**config.mk**
```make
export PLATFORM = sky130hd
export DESIGN_NAME = fetch_unit
export DESIGN_NICKNAME = d
export VERILOG_FILES = /design/src/rtl/cpu_pkg.sv /design/src/rtl/fetch_pc_next.sv /design/src/rtl/fetch_unit.sv
export SDC_FILE = /design/constraint.sdc
export NUM_CORES = 1
export LEC_CHECK = 0
export BUFFER_PORTS_ARGS = -buffer_cell sky130_fd_sc_hd__buf_2
export CORE_AREA = 2 2 101 103
export DETAILED_ROUTE_END_ITERATION = 16
export DIE_AREA = 0 0 103 105
export GPL_ROUTABILITY_DRIVEN = 1
export PLACE_DENSITY = 0.44
export SETUP_SLACK_MARGIN = 0.2
export SLEW_MARGIN = 40
export SYNTH_ARGS = -nofsm -noshare
export SYNTH_HDL_FRONTEND = slang
export SYNTH_SLANG_ARGS = --single-unit
```
**constraint.sdc**
```tcl
create_clock -name clk -period 3.3 [get_ports clk]
set_input_delay 0.165 -clock clk [delete_from_list [all_inputs] [get_ports clk]]
set_output_delay 0.165 -clock clk [all_outputs]
set_load 0.01 [all_outputs]
```
**src/rtl/cpu_pkg.sv**
```systemverilog
// rtl/cpu_pkg.sv - shared opcode, field and fetch-state definitions for the 16-bit CPU
//
// Purpose: single source for instruction field positions, opcode constants
// and the fetch FSM state encoding used by the fetch stage.
// Ports: none (package).
package cpu_pkg;

  // Opcodes the fetch stage or its neighbours care about
  localparam logic [3:0] OP_JMP  = 4'b0111;
  localparam logic [3:0] OP_BEQ  = 4'b1101;
  localparam logic [3:0] OP_BNE  = 4'b1110;
  localparam logic [3:0] OP_HALT = 4'b1111;

  // Instruction field bit positions
  localparam int OP_MSB = 15;
  localparam int OP_LSB = 12;
  localparam int JT_MSB = 11;  // jump target is instr[JT_MSB:0]
  localparam int BR_MSB = 7;   // branch offset is instr[BR_MSB:0], signed

  typedef enum logic [1:0] {
    ST_REQ   = 2'd0,
    ST_ISSUE = 2'd1,
    ST_HALT  = 2'd2
  } fetch_state_t;

endpackage

```
**src/rtl/fetch_pc_next.sv**
```systemverilog
// rtl/fetch_pc_next.sv - combinational next-PC select for the fetch stage
//
// Purpose: picks jump target, branch target or sequential PC.
// Ports:
//   pc      in  PC_W : address of the instruction being issued
//   instr   in  16   : instruction being issued
//   jump    in  1    : take jump target (wins over branch)
//   branch  in  1    : take pc + 1 + sign-extended offset
//   pc_next out PC_W : selected next fetch address (modulo 2^PC_W)
module fetch_pc_next
  import cpu_pkg::*;
#(
  parameter int PC_W = 12
) (
  input  logic [PC_W-1:0] pc,
  input  logic [15:0]     instr,
  input  logic            jump,
  input  logic            branch,
  output logic [PC_W-1:0] pc_next
);

  logic [PC_W-1:0] w_seq;
  logic [PC_W-1:0] w_jmp_tgt;
  logic [PC_W-1:0] w_br_off;
  logic [PC_W-1:0] w_br_tgt;
  logic            w_unused;

  // Opcode bits are decoded elsewhere; only target/offset fields matter here
  assign w_unused = &{1'b0, instr[OP_MSB:OP_LSB]};

  // Casts give zero-extension/truncation for the jump target and
  // sign-extension for the branch offset; sums wrap at PC_W bits.
  assign w_seq     = pc + PC_W'(1);
  assign w_jmp_tgt = PC_W'(instr[JT_MSB:0]);
  assign w_br_off  = PC_W'($signed(instr[BR_MSB:0]));
  assign w_br_tgt  = w_seq + w_br_off;

  always_comb begin
    pc_next = w_seq;
    if (jump) begin
      pc_next = w_jmp_tgt;
    end else if (branch) begin
      pc_next = w_br_tgt;
    end
  end

endmodule

```
**src/rtl/fetch_unit.sv**
```systemverilog
// rtl/fetch_unit.sv - instruction fetch stage: PC, IR and request/ack FSM
//
// Purpose: fetches one instruction per imem handshake, holds it in the
// instruction register while issued to ctrlunit, then steps the PC using
// ctrlunit's jump/branch decision.
// Ports:
//   clk, rst          in  : clock, synchronous active-high reset
//   imem_req/addr     out : fetch request and word address (= pc)
//   imem_ack/data     in  : memory response
//   stall             in  : hold the issued instruction
//   jump, branch      in  : redirect decisions from ctrlunit
//   OP, instr         out : opcode and instruction register
//   pc                out : address of instr
//   instr_valid       out : instr/OP are live
//   halted            out : HALT was issued
module fetch_unit
  import cpu_pkg::*;
#(
  parameter int PC_W    = 12,
  parameter int INSTR_W = 16
) (
  input  logic               clk,
  input  logic               rst,
  output logic               imem_req,
  output logic [PC_W-1:0]    imem_addr,
  input  logic               imem_ack,
  input  logic [INSTR_W-1:0] imem_data,
  input  logic               stall,
  input  logic               jump,
  input  logic               branch,
  output logic [3:0]         OP,
  output logic [INSTR_W-1:0] instr,
  output logic [PC_W-1:0]    pc,
  output logic               instr_valid,
  output logic               halted
);

  fetch_state_t       r_state;
  logic [PC_W-1:0]    r_pc;
  logic [INSTR_W-1:0] r_instr;
  logic               r_req;
  logic               r_valid;
  logic               r_halted;

  logic [PC_W-1:0]    w_pc_next;
  logic [3:0]         w_op;

  assign w_op = r_instr[OP_MSB:OP_LSB];

  fetch_pc_next #(
    .PC_W (PC_W)
  ) u_pc_next (
    .pc      (r_pc),
    .instr   (r_instr),
    .jump    (jump),
    .branch  (branch),
    .pc_next (w_pc_next)
  );

  always_ff @(posedge clk) begin
    if (rst) begin
      r_state  <= ST_REQ;
      r_pc     <= '0;
      r_instr  <= '0;
      r_req    <= 1'b0;
      r_valid  <= 1'b0;
      r_halted <= 1'b0;
    end else begin
      case (r_state)
        ST_REQ: begin
          // First REQ cycle after reset has req low; any ack then is stray
          if (!r_req) begin
            r_req <= 1'b1;
          end else if (imem_ack) begin
            r_instr <= imem_data;
            r_req   <= 1'b0;
            r_valid <= 1'b1;
            r_state <= ST_ISSUE;
          end
        end
        ST_ISSUE: begin
          if (!stall) begin
            r_valid <= 1'b0;
            if (w_op == OP_HALT) begin
              r_halted <= 1'b1;
              r_state  <= ST_HALT;
            end else begin
              // Raise req together with the new PC so a redirect is fetched
              // on the very next cycle without a dead REQ cycle.
              r_pc    <= w_pc_next;
              r_req   <= 1'b1;
              r_state <= ST_REQ;
            end
          end
        end
        ST_HALT: begin
          r_req   <= 1'b0;
          r_valid <= 1'b0;
        end
        default: begin
          r_state <= ST_REQ;
          r_req   <= 1'b0;
          r_valid <= 1'b0;
        end
      endcase
    end
  end

  assign imem_req    = r_req;
  assign imem_addr   = r_pc;
  assign OP          = w_op;
  assign instr       = r_instr;
  assign pc          = r_pc;
  assign instr_valid = r_valid;
  assign halted      = r_halted;

endmodule

```
# ---- After elaboration in Yosys (flattened, before gate mapping)
# Cells that the tools add are included.
dict set report word_totals {
  reg_bits 33
  latchBits 0
  ram_bits 0
  rom_bits 0
  in_bits 22
  out_inout_bits 47
  word_cells 41
  memories 0
}
dict set report classes {
  n_addsub 2
  mul 0
  div 0
  order_cmp 0
  n_eq_ne 7
  shifts 0
  mux 16
  n_bitwise 3
  n_reduce_logical 7
}
# cell n
set ops {}
lappend ops {{two-way mux 12 bit} 2}
lappend ops {{adder 12 x 1 -> 12 bit, second input constant} 1}
lappend ops {{adder 12 bit} 1}
lappend ops {{AND reduction 3 bit} 4}
lappend ops {{two-way mux 2 bit} 4}
lappend ops {{inequality test 2 bit, second input constant} 4}
lappend ops {{two-way mux 1 bit} 7}
lappend ops {{case mux 2 bit (3 select lines)} 1}
lappend ops {{== test 4 bit, second input constant} 1}
lappend ops {{case mux 1 bit (2 select lines)} 2}
lappend ops {{AND reduction 4 bit} 1}
lappend ops {{NOT 1 bit} 3}
lappend ops {{== test 2 x 1 -> 1 bit, second input constant} 1}
lappend ops {{== test 2 bit, second input constant} 1}
lappend ops {{logical NOT 2 bit} 1}
lappend ops {{AND reduction 2 bit} 1}

# ---- Depth between registers and ports, before layout
dict set report logic_depth {
  word_depth 4
  depth_mapped 11
  mapped_depth_nobuf 11
}

# ---- Modules after synthesis
# A second synthesis with hierarchy kept.
dict set report hier_totals {
  cells_unflattened 307
  area_unflattened_um2 2451.1
}
# module instances cells_per_inst area_each_um2 seq_area_each_um2
set by_module_without_submodules {}
lappend by_module_without_submodules {fetch_unit 1 161 1452.6 660.6}
lappend by_module_without_submodules {fetch_pc_next 1 146 998.5 0.0}

# ---- Worst setup path before layout
# OpenSTA, ideal clock, no wires.
dict set report synth_timing {
  kind {register -> register}
  start {reg r_pc[0] (netlist: imem_addr[0])}
  end {reg r_pc[11] (netlist: imem_addr[11])}
  setup_time_ps 128
  t_arrival_ps 2383
  required_ps 3172
  path_slack_ps 789
  stages_incl_launch_ff 11
  cell_sequence {dfxtp_1 -> ha_1 -> nand2_1 -> xnor2_1 -> ha_1 -> a211oi_1 -> o21ai_0 -> and4_1 -> a211oi_1 -> mux2i_1 -> nor2_1}
}
dict set report synth_via {
  elab_chain_len 4
}
# item line
set synth_rtl {}
lappend synth_rtl {{start: declaration} fetch_unit.sv:39} ;# logic [PC_W-1:0] r_pc;
lappend synth_rtl {{start signal: assignment} fetch_unit.sv:90} ;# r_pc <= w_pc_next;
lappend synth_rtl {{adder 12 x 1 -> 12 bit *} fetch_pc_next.sv:33} ;# assign w_seq = pc + PC_W'(1);
lappend synth_rtl {{adder 12 bit} fetch_pc_next.sv:36} ;# assign w_br_tgt = w_seq + w_br_off;
lappend synth_rtl {{two-way mux 12 bit *} fetch_pc_next.sv:42} ;# end else if (branch) begin
lappend synth_rtl {{two-way mux 12 bit *} fetch_pc_next.sv:40} ;# if (jump) begin
# Mark *: on every way between the ends. The rest lies on a longest branch, timed or not.
# A chain may end at the register's enable or synchronous reset.

# ---- Final worst setup path
dict set report layout_timing {
  start {reg r_pc[1] (netlist: imem_addr[1])}
  end {reg r_pc[11] (netlist: imem_addr[11])}
}
# Same word-level chain as after synthesis.

==> impl_metrics.py <==
metrics = {
    "pwr": {
        "p_leak_nw": 1.26,
        "peakVddDrop_uv": 174,
        "powerDensity_mw_per_mm2": 376,
    },
    "global_routing": {
        "grt_pass1_vias": 2226,
        "grt_pass1_wl_um": 11800,
        "grt_max_degree": 34,
        "grt_usage": 0.138,
        "antenna_found_initial": 0,
        "overflow": 0,
    },
    "timing": {
        "hold_viol": 0,
        "slew_violations": 0,
        "slew_headroom": 0.556,
        "max_freq_mhz": 351,
        "fin_skew_ns": 0.0120,
        "timing.final.crit_share": 0.863,
        "worst_slew_pin_slew_ns": 0.660,
        "setup_tns_ns": 0,
        "rsz0062_at_grt": "false",
        "finalSetupViolCount": 0,
        "finalCriticalPeriod_ns": 2.85,
        "holdWs_ns": 0.101,
    },
    "setup_path": {
        "timing.rr.end": "imem_addr[11]",
        "crit_arrival_ns": 3.02,
        "path_max_fanout": 9,
        "reg2reg_slack_ns": 0.45,
        "critPathRequiredTime_ns": 3.47,
        "max_stage_delay_ns": 0.51,
        "cpMaxStageDelayCell": "dfxtp_1",
        "cp_common_cell": "a211oi_1",
        "worstReg2RegStart": "imem_addr[1]",
        "startpoint_type": "flip-flop",
        "cp-end-kind": "flip-flop",
        "path_class": "flip-flop to flip-flop",
        "r2r_cells": 10,
        "crit_chain": "ha_2, nand2_1, xnor2_1, ha_1, a211oi_1, o21ai_0, and4_1, a211oi_1, mux2i_1, nor2_1",
    },
    "place": {
        "hpwl_um": 5340,
        "gp_congestion": 0.839,
        "port_buffers": 68,
    },
    "finish": {
        "drive_gt1_frac": 0.242,
        "multi_input_area_mm2": 0.00153,
        "most-common-layout-cells": "buf_2, nand2_1, dfxtp_1",
        "seqCellArea_um2": 661,
        "layout.nets": 400,
        "layout_commonest_cell": "buf_2",
        "fillCellCount": 1112,
        "area_delta_synth_final_pct": 21.3,
        "diodes": 0,
    },
    "clock_tree": {
        "cts.sinks": 33,
        "clkTransAtPathRegs_ns": 0.09,
        "clkLatencyLatePin_ns": 0.30,
        "cts_made_buffers": 5,
        "cts_tree": "built",
        "cts-root-buf": "clkbuf_8",
        "cts.path.max_buffers": 2,
        "postCtsSetupRepairBufs": 0,
        "htreeDepth": 2,
    },
    "logic_synthesis": {
        "ys_async_sr_fraction": 0,
        "synth_warnings": 0,
        "ys_ff_latch": 33,
        "ys.flop_type": "dfxtp_1",
        "syn-cell-area_mm2": 0.00238,
        "synth_edf_count": 0,
        "postSynthCellCount": 314,
        "synth.distinct_cells": 49,
        "syn-mean-instance-area_um2": 7.58,
        "ys_seq_area_frac": 0.278,
        "synthesis.nets": 352,
    },
    "run": {
        "max_cap_violations": 0,
    },
    "route": {
        "antenna_left": 0,
        "drcViolationCount": 0,
        "drtIter0Drc": 94,
        "wl_per_cell_um": 14.5,
        "totalWireLength_um": 7200,
        "dr.pass1.iters": 4,
        "vias": 2338,
        "vias_per_cell": 4.71,
    },
    "floorplan": {
        "core_mm2": 0.00964,
        "start_util": 0.247,
        "dieWidth_um": 103,
        "pin_count": 69,
        "die_h_um": 105,
        "fp.dieArea_mm2": 0.0108,
        "fp-row-count": 36,
    },
    "hold_path": {
        "min_path_cells": 3,
        "hold_path_end": "instr[15]",
        "hold_class": "input port to flip-flop",
        "hold_start": "imem_data[15]",
    },
    "status": {
        "status": "finished, final reports clean",
    },
}
==> final cells by class <==
| cell class | instances | area share |
|---|---|---|
| clock buffers | 5 | 0.0238 |
| repair buffers | 72 | 0.128 |
| multi-input cells | 244 | 0.530 |
| inverters | 6 | 0.00780 |
| clock inverters | 3 | 0.0238 |
| well taps | 133 | 0.0576 |
| flip-flops and latches | 33 | 0.229 |
==> timing repair <==
| action | CTS | global route |
|---|---|---|
| hold buffers | 0 | 0 |
| setup endpoints to repair | 0 | 1 |
| hold endpoints to repair | 0 | 0 |
| gates resized for setup | 0 | 1 |
==> synthesized netlist by cell type (all sizes together), types with 2 or more instances <==
cell / n / area [µm²]
a31oi: 2 / 12.5
and2: 4 / 25.0
a21oi: 31 / 155
ha: 15 / 188
nor2: 21 / 78.8
or3: 5 / 31.3
buf: 21 / 143
nand3b: 3 / 22.5
xnor2: 14 / 123
a211oi: 9 / 67.6
nand2: 48 / 180
a2111oi: 2 / 23.8
nand4: 6 / 43.8
dfxtp: 33 / 661
nor2b: 2 / 12.5
o21ai: 20 / 100
and4: 3 / 28.8
nand2b: 8 / 50.1
nor4: 3 / 18.8
clkbuf: 10 / 37.5
nor3: 11 / 55.1
mux2i: 3 / 30.0
xor2: 2 / 17.5
a21o: 3 / 22.5
o31ai: 2 / 15.0
and3: 3 / 18.8
nand3: 6 / 30.0
inv: 6 / 22.5
o211ai: 3 / 22.5
or2: 2 / 12.5
a221oi: 2 / 23.8
==> registers in the layout, indices dropped and copies added (netlist names) <==
name	flops
r_state	2
halted	1
imem_addr	12
instr	16
imem_req	1
instr_valid	1
==> kinds of logic (layout without fill, tap and decap cells) <==
| group | count (synthesis) | after routing | share of synthesized area |
|---|---|---|---|
| XOR/XNOR | 16 | 16 | 0.0589 |
| AND/OR/NAND/NOR | 126 | 126 | 0.259 |
| AO/OA/AOI/OAI | 83 | 83 | 0.220 |
| adder cells (fa/ha/maj) | 16 | 16 | 0.0873 |
| buffers and inverters | 37 | 86 | 0.0852 |
| flip-flops | 33 | 33 | 0.278 |
| multiplexers | 3 | 3 | 0.0126 |
==> worst max path at each step <==
stage | to | depth (start not counted) | startpoint | slack, ns
2_1_floorplan | imem_addr[11] | 10 | imem_addr[0] | 0.79
3_3_place_gp | imem_addr[11] | 10 | imem_addr[1] | 0.56
3_5_place_dp | imem_addr[10] | 10 | imem_addr[1] | 0.44
4_1_cts | imem_addr[10] | 10 | imem_addr[1] | 0.43
5_1_grt | imem_addr[10] | 10 | imem_addr[1] | 0.21
6_report | imem_addr[11] | 10 | imem_addr[1] | 0.45
==> layer usage <==
layer	GRT usage	vias to the layer above	share of wire
met4	0.0310	0	0.0069
li1	-	1204	-
met5	0	-	0
met1	0.199	1062	0.49
met2	0.210	68	0.45
met3	0.0301	4	0.057
==> per-stage QoR <==
stage               instances  setup slack, ns   util  power, mW  area (µm²)
global placement          488            0.564  0.284      0.613        2740
CTS                       496            0.429  0.299       1.10        2890
finish                    496            0.451  0.300       1.09        2890
floorplan                 314            0.789      -      0.555        2380
global route              496            0.214  0.300       1.14        2890
detailed placement        488            0.436  0.285      0.613        2750
==> critical path: cells and delay by family, from the launching register on <==
kind                     cells  cell delay, ns
XOR/XNOR                     1            0.22
AND/OR/NAND/NOR              3            0.33
flip-flops                   1            0.51
multiplexers                 1            0.22
adder cells (fa/ha/maj)      2            0.67
AO/OA/AOI/OAI                3            0.80
==> power breakdown <==
group / leakage (nW) / internal [mW] / switching [mW] / total (mW)
Sequential: 0.268 / 0.415 / 0.0218 / 0.436
Clock: 0.0687 / 0.304 / 0.179 / 0.484
Combinational: 0.926 / 0.0679 / 0.0983 / 0.166
No activity file was read; power rests on OpenSTA's default activity.
